File: src/rtl/seq_monitor.sv
// Lock/lap/error monitor for the 3-bit JK sequence counter's state vector.
// Tracks the fixed 8-state cycle and flags mismatches, laps and a stuck counter.
module seq_monitor #(
  parameter int unsigned LOCK_COUNT  = 4,
  parameter int unsigned STALL_LIMIT = 3,
  parameter int unsigned ERR_WIDTH   = 8,
  parameter int unsigned LAP_WIDTH   = 8
) (
  input  logic                 clk,
  input  logic                 clear,
  input  logic [2:0]           q_in,
  input  logic                 en,
  output logic [2:0]           step,
  output logic                 locked,
  output logic                 mismatch,
  output logic [ERR_WIDTH-1:0] err_count,
  output logic                 lap_pulse,
  output logic [LAP_WIDTH-1:0] lap_count,
  output logic                 fault
);

  typedef enum logic [1:0] {StIdle, StSync, StLocked, StFault} state_e;

  localparam logic [3:0]           LockCnt  = 4'(LOCK_COUNT);
  localparam logic [3:0]           StallLim = 4'(STALL_LIMIT);
  localparam logic [ERR_WIDTH-1:0] ErrMax   = '1;

  state_e               state_q, state_d;
  logic [2:0]           prev_q, prev_d;
  logic [2:0]           step_q, step_d;
  logic [3:0]           run_q, run_d;
  logic [3:0]           stall_q, stall_d;
  logic                 mismatch_q, mismatch_d;
  logic                 lap_pulse_q, lap_pulse_d;
  logic [ERR_WIDTH-1:0] err_q, err_d;
  logic [LAP_WIDTH-1:0] lap_q, lap_d;

  logic [2:0] exp_code;
  logic       pass;
  logic [3:0] stall_nxt;

  function automatic logic [2:0] succ_code(input logic [2:0] c);
    logic [2:0] n;
    unique case (c)
      3'b000:  n = 3'b100;
      3'b100:  n = 3'b101;
      3'b101:  n = 3'b001;
      3'b001:  n = 3'b111;
      3'b111:  n = 3'b110;
      3'b110:  n = 3'b011;
      3'b011:  n = 3'b010;
      default: n = 3'b000;
    endcase
    return n;
  endfunction

  function automatic logic [2:0] step_of(input logic [2:0] c);
    logic [2:0] s;
    unique case (c)
      3'b000:  s = 3'd0;
      3'b100:  s = 3'd1;
      3'b101:  s = 3'd2;
      3'b001:  s = 3'd3;
      3'b111:  s = 3'd4;
      3'b110:  s = 3'd5;
      3'b011:  s = 3'd6;
      default: s = 3'd7;
    endcase
    return s;
  endfunction

  always_comb begin
    state_d     = state_q;
    prev_d      = prev_q;
    step_d      = step_q;
    run_d       = run_q;
    stall_d     = stall_q;
    mismatch_d  = 1'b0;
    lap_pulse_d = 1'b0;
    err_d       = err_q;
    lap_d       = lap_q;

    exp_code  = en ? succ_code(prev_q) : prev_q;
    pass      = (q_in == exp_code);
    stall_nxt = (en && (q_in == prev_q)) ? stall_q + 4'd1 : 4'd0;

    unique case (state_q)
      StIdle: begin
        prev_d  = q_in;
        step_d  = step_of(q_in);
        run_d   = 4'd0;
        stall_d = 4'd0;
        state_d = StSync;
      end
      StSync, StLocked: begin
        prev_d  = q_in;
        step_d  = step_of(q_in);
        stall_d = stall_nxt;
        // A stall that reaches the limit wins over any check outcome this edge.
        if (stall_nxt == StallLim) begin
          state_d = StFault;
        end else if (state_q == StSync) begin
          if (pass) begin
            run_d = run_q + 4'd1;
            if ((run_q + 4'd1) == LockCnt) state_d = StLocked;
          end else begin
            run_d = 4'd0;
          end
        end else if (!pass) begin
          mismatch_d = 1'b1;
          if (err_q != ErrMax) err_d = err_q + ERR_WIDTH'(1);
          run_d   = 4'd0;
          state_d = StSync;
        end else if (en && (q_in == 3'b000)) begin
          lap_pulse_d = 1'b1;
          lap_d       = lap_q + LAP_WIDTH'(1);
        end
      end
      StFault: begin
        prev_d = q_in;
        step_d = step_of(q_in);
      end
      default: state_d = StIdle;
    endcase
  end

  always_ff @(posedge clk) begin
    if (!clear) begin
      state_q     <= StIdle;
      prev_q      <= 3'b000;
      step_q      <= 3'd0;
      run_q       <= 4'd0;
      stall_q     <= 4'd0;
      mismatch_q  <= 1'b0;
      lap_pulse_q <= 1'b0;
      err_q       <= '0;
      lap_q       <= '0;
    end else begin
      state_q     <= state_d;
      prev_q      <= prev_d;
      step_q      <= step_d;
      run_q       <= run_d;
      stall_q     <= stall_d;
      mismatch_q  <= mismatch_d;
      lap_pulse_q <= lap_pulse_d;
      err_q       <= err_d;
      lap_q       <= lap_d;
    end
  end

  assign step      = step_q;
  assign locked    = (state_q == StLocked);
  assign fault     = (state_q == StFault);
  assign mismatch  = mismatch_q;
  assign lap_pulse = lap_pulse_q;
  assign err_count = err_q;
  assign lap_count = lap_q;

endmodule

File: config.mk
export PLATFORM = sky130hd
export DESIGN_NAME = seq_monitor
export DESIGN_NICKNAME = d
export VERILOG_FILES = /design/src/rtl/seq_monitor.sv
export SDC_FILE = /design/constraint.sdc
export NUM_CORES = 1
export LEC_CHECK = 0
export BUFFER_PORTS_ARGS = -buffer_cell sky130_fd_sc_hd__buf_2
export CAP_MARGIN = 20
export CORE_ASPECT_RATIO = 2
export CORE_MARGIN = 2
export CORE_UTILIZATION = 40
export CTS_BUF_LIST = sky130_fd_sc_hd__clkbuf_4
export DETAILED_ROUTE_END_ITERATION = 7
export GPL_TIMING_DRIVEN = 0
export PLACE_DENSITY = 0.6
export SYNTH_ARGS = -nofsm -noshare
export SYNTH_HDL_FRONTEND = slang
export SYNTH_SLANG_ARGS = --single-unit
File: constraint.sdc
create_clock -name clk -period 2.6 [get_ports clk]
set_input_delay 0.13 -clock clk [delete_from_list [all_inputs] [get_ports clk]]
set_output_delay 0.13 -clock clk [all_outputs]
set_load 0.02 [all_outputs]
# Word-level counts from Yosys, hierarchy flattened

Cells that the tools add are included.

$add $sub $neg: 4
Reductions and logical operators: 14
Equal/unequal tests: 25
Multiplexer cells: 20
Bitwise gates (word level): 5

Operator list:

| kind                                                             | number |
|---|---|
| 3-bit case mux with 7 select lines                               | 2 |
| 3-bit == test (second input constant)                            | 8 |
| 4-bit 2-to-1 mux                                                 | 5 |
| 8-bit by 1-bit adder with 8-bit output (second input constant)   | 2 |
| 4-bit case mux with 2 select lines                               | 2 |
| 4-bit != test (second input constant)                            | 3 |
| 2-bit 2-to-1 mux                                                 | 5 |
| 5-bit AND reduction                                              | 2 |
| 3-bit 2-to-1 mux                                                 | 3 |
| 4-bit by 1-bit adder with 4-bit output (second input constant)   | 2 |
| 8-bit != test (second input constant)                            | 1 |
| 4-bit OR reduction                                               | 2 |
| 3-bit by 1-bit == test with 1-bit output (second input constant) | 2 |
| 3-bit by 2-bit == test with 1-bit output (second input constant) | 2 |
| 3-bit == test                                                    | 2 |
| 3-bit logical NOT                                                | 2 |
| 1-bit NOT                                                        | 5 |
| 5-bit OR reduction                                               | 1 |
| 2-bit == test (second input constant)                            | 2 |
| 4-bit by 2-bit == test with 1-bit output (second input constant) | 1 |
| 4-bit by 3-bit == test with 1-bit output (second input constant) | 1 |
| 2-bit case mux with 2 select lines                               | 1 |
| 4-bit AND reduction                                              | 1 |
| 3-bit != test (second input constant)                            | 1 |
| other kinds (8)                                                  | 10 |

Output and inout bits: 23
Bits in registers: 34
Logic and storage cells: 77
Input bits: 6

# Logic depth before layout (Yosys ltp)

Depth in word-level cells: 8
Gate-level depth with buffers: 9
Gate-level depth less buffers: 7

# Least setup slack after synthesis

Ideal clock, no wire load.

Path kind: reg2reg
Start point: register prev_q[2]
End point: register stall_q[3]
Arrival time: 2.030 ns
Setup slack: 0.500 ns
Buffers on the path: 2
Clock period less this slack: 2.100 ns
Setup time: 0.070 ns
Stages on the path, launching flop included: 8
Required time: 2.530 ns
Cell sequence: dfxtp_1 > buf_2 > xor2_1 > or4_1 > buf_2 > or3_1 > or3_1 > a21oi_1

Longest elaborated chain between the ends: 4

Ends and longest elaborated chain:

| what                               | RTL line | source |
|---|---|---|
| from (decl)                        | 29       | `logic [2:0] prev_q, prev_d;` |
| from (signal assigned)             | 140      | `prev_q <= prev_d;` |
| 3-bit == test                      | 85       | `stall_nxt = (en && (q_in == prev_q)) ? stall_q + 4'd1 : 4'd0;` |
| 1-bit logical AND                  | 85       |  |
| 4-bit 2-to-1 mux                   | 85       |  |
| 4-bit case mux with 2 select lines | 87       | `unique case (state_q)` |
| to (signal assigned)               | 143      | `stall_q <= stall_d;` |
| to (decl)                          | 32       | `logic [3:0] stall_q, stall_d;` |

Every way passes these cells.
A chain may end at the register's enable or synchronous reset.

# Worst setup path in the final report

Start point: register prev_q[2]
End point: register err_q[7] (netlist: err_count[7])

Longest elaborated chain between the ends: 6
Elaborated cells on any way between the ends: 17

Ends and longest elaborated chain:

| what                                                                             | RTL line | source |
|---|---|---|
| 3-bit by 2-bit == test with 1-bit output (tied with other cells)                 | 44       | `unique case (c)` |
| 3-bit case mux with 7 select lines / 1-bit logical AND (equally long branches)   | 44, 85   |  |
| 3-bit 2-to-1 mux / 4-bit 2-to-1 mux (equally long branches)                      | 83, 85   |  |
| 3-bit == test / 4-bit by 2-bit == test with 1-bit output (equally long branches) | 84, 100  |  |
| 1-bit NOT (no source line)                                                       | -        |  |
| 5-bit AND reduction (no source line) *                                           | -        |  |
| to (signal assigned)                                                             | 146      | `err_q <= err_d;` |
| to (decl)                                                                        | 35       | `logic [ERR_WIDTH-1:0] err_q, err_d;` |

Every way passes the cells marked *; elsewhere a longest branch is shown, timed or not.

==> flow_summary_export.csv <==
group,metric,value,unit
cells_and_area,area_delta_synth_final,13.0,%
pwr,ir_drop,0.000405,V
clock_tree,cts.clk_slew.worst_paths,0.10,ns
floorplanning,die_y,101,um
timing,rsz0062_at_grt,"no",
floorplanning,ioPinCount,29,
timing,relSlewSlack,53.1,%
cells_and_area,register_area,681,um^2
timing,tns,0,ns
timing,hold_viol_final,0,
cells_and_area,final_common_cell,"dfxtp_1",
clock_tree,htreeDepth,2,
timing,period_minus_slack,2.34,ns
floorplanning,die_w,52.6,um
synthesis,syn_inst,216,
synthesis,synth_area,1890,um^2
synthesis,syn_nets,232,
worst_setup_path,cpMostUsedCell,"buf_2",
pwr,clkPwrFrac,21.7,%
worst_setup_path,arrival,2.57,ns
floorplanning,coreArea,4600,um^2
timing,setup-violations-final,0,
grt,grt_max_degree,11,
pwr,p_switching,0.000481,W
worst_setup_path,start_kind,"flip-flop",
worst_setup_path,worstPathCellList,"buf_2, xor2_1, or4_1, buf_2, o211ai_4, o21bai_4, buf_6, o311ai_1, o41ai_1",
synthesis,ys.flop_type,"dfxtp_1",
pwr,seqPwrFrac,44.5,%
pwr,p_per_area,622,nW/um^2
clock_tree,ctsResizeCount,0,
cells_and_area,finish.instance_area,2140,um^2
job,max-cap-violations,0,
route,vias,1654,
clock_tree,cts_setup_buffers,0,
cells_and_area,diodes,0,
clock_tree,cts_root_buf,"clkbuf_4",
cells_and_area,multiInputGateArea,1110,um^2
cells_and_area,nFillCells,495,
route,firstDrtPassIters,4,
worst_setup_path,required,2.83,ns
route,drc,0,
worst_setup_path,worst-setup-path-type,"reg2reg",
route,wire_per_inst,14.0,um
worst_setup_path,cp_max_fo,10,
cells_and_area,drive_above_1_share,18.1,%
cells_and_area,layout.cells.non_filler,303,
synthesis,ys_warn_count,0,
timing,drv_slew,0,
cells_and_area,final_cell_mix,"34 x dfxtp_1, 29 x buf_2, 28 x nor2_1",
route,dr.first_iter.drc_count,18,
floorplanning,num_rows,35,
floorplanning,die_area,5330,um^2
clock_tree,worst_skew_pair.late_latency,0.33,ns
worst_setup_path,worstSetupEndpointType,"flip-flop",
cells_and_area,fin_util,46.5,%
synthesis,synth.avg_cell_area,8.75,um^2
clock_tree,cts_buffer_depth,2,
synthesis,synth.distinct_cells,52,
clock_tree,cts_tree,"yes",
placement,finalWeightedCongestion,0.764,
synthesis,synth_edf_count,0,
clock_tree,hold_buffers,0,
grt,grt_remaining_overflow,0,
grt,grt_usage,17.3,%
clock_tree,cts.sinks,34,
worst_setup_path,worst_path_max_delay_cell,"or4_1",
floorplanning,initial_core_util,41.1,%
cells_and_area,final_nets,264,
timing,fin_hold_ws,0.105,ns
worst_setup_path,max_stage_delay,0.51,ns
outcome,status,"finished clean",
clock_tree,numCtsBuffers,5,
grt,antenna_found_initial,0,
route,vias_per_cell,5.46,
grt,grt_pass1_wl,6910,um
synthesis,ys_ff_latch,34,
synthesis,synthArstFlopShare,0,%
grt,grt_pass1_vias,1586,
placement,hpwl,3210,um
route,drtAntennaViolNets,0,
pwr,p_int,0.000847,W
hold_path,min_path_type,"in2reg",
placement,placed_cells,296,
placement,port-buffer-count,25,
route,routed_wl,4230,um
timing,worst_pin_slew,0.698,ns
pwr,power_leakage,0.861,nW
timing,clock_skew,0.00471,ns
timing,fmax,0.427,GHz
placement,postPlaceCellArea,2080,um^2
pwr,p_comb_share,33.8,%
timing,fin_crit_sh,90.1,%
pwr,p_sw_share,36.2,%
synthesis,yosysSeqAreaShare,36.0,%
==> per-stage QoR <==
step	total power (W)	worst slack (ns)
floorplan	0.000945	0.500
global placement	0.00105	0.297
detailed placement	0.00105	0.285
CTS	0.00135	0.253
global route	0.00140	0.110
finish	0.00133	0.258
==> cell families after synthesis <==
logic type | share of synthesized area [%]
AO/OA/AOI/OAI | 16.1
XOR/XNOR | 5.56
adder cells (fa/ha/maj) | 6.62
buffers and inverters | 5.23
flip-flops | 36.0
multiplexers | 4.24
AND/OR/NAND/NOR | 26.3
==> area by class of cell <==
cell class              count  share of cell area (%)
clock buffers               7                    2.46
plain buffers              13                    3.04
flip-flops and latches     34                    31.9
repair buffers             25                    5.85
inverters                   9                    1.58
well taps                  55                    3.22
multi-input cells         160                    52.0
==> power groups by stage <==
stage                     Clock [W]  Combinational, W  Sequential (W)
after CTS                  0.000303          0.000451        0.000593
final                      0.000288          0.000449        0.000591
after global placement            0          0.000445        0.000603
after global routing       0.000316          0.000491        0.000597
after floorplan                   0          0.000324        0.000621
after detailed placement          0          0.000449        0.000605
==> layer usage <==
layer	wire length, um	track usage [%]
met1	1670	16.7
met2	2360	33.8
met3	123	3.10
met4	80	7.10
met5	0	0
==> sequential cells by signal, summed over array words and instances (netlist names) <==
name,flops
err_count,8
lap_count,8
run_q,4
stall_q,4
prev_q,3
step,3
state_q,2
lap_pulse,1
mismatch,1
==> final timing paths <==
check / from / endpoint / slack (ns) / cells past startpoint
max: prev_q[2] / err_count[7] / 0.26 / 9
min: q_in[2] / step[1] / 0.11 / 2
max reg2reg: prev_q[2] / err_count[7] / 0.26 / 9
min reg2reg: lap_count[7] / lap_count[7] / 0.48 / 2
==> synth_stat cells (4+ instances only) <==
library cell | number | area (um^2)
dfxtp_1 | 34 | 681
nor2_1 | 28 | 105
nand2_1 | 14 | 52.6
nand3_1 | 11 | 55.1
ha_1 | 10 | 125
a21oi_1 | 8 | 40.0
inv_1 | 8 | 30.0
mux2i_1 | 8 | 80.1
xnor2_1 | 8 | 70.1
clkbuf_1 | 7 | 26.3
and2_1 | 5 | 31.3
nor4_1 | 5 | 31.3
buf_2 | 4 | 20.0
o21ai_0 | 4 | 20.0
or3_1 | 4 | 25.0
xor2_1 | 4 | 35.0
==> critical path: cells and delay by family, from the launching register on <==
kind	cells	cell delay, ns
buffers and inverters	3	0.51
DFF	1	0.30
xor gates and xnor gates	1	0.19
AOI/OAI and AO/OA	4	0.73
and+or+nand+nor	1	0.51
Power figures use the tool's default switching activity.
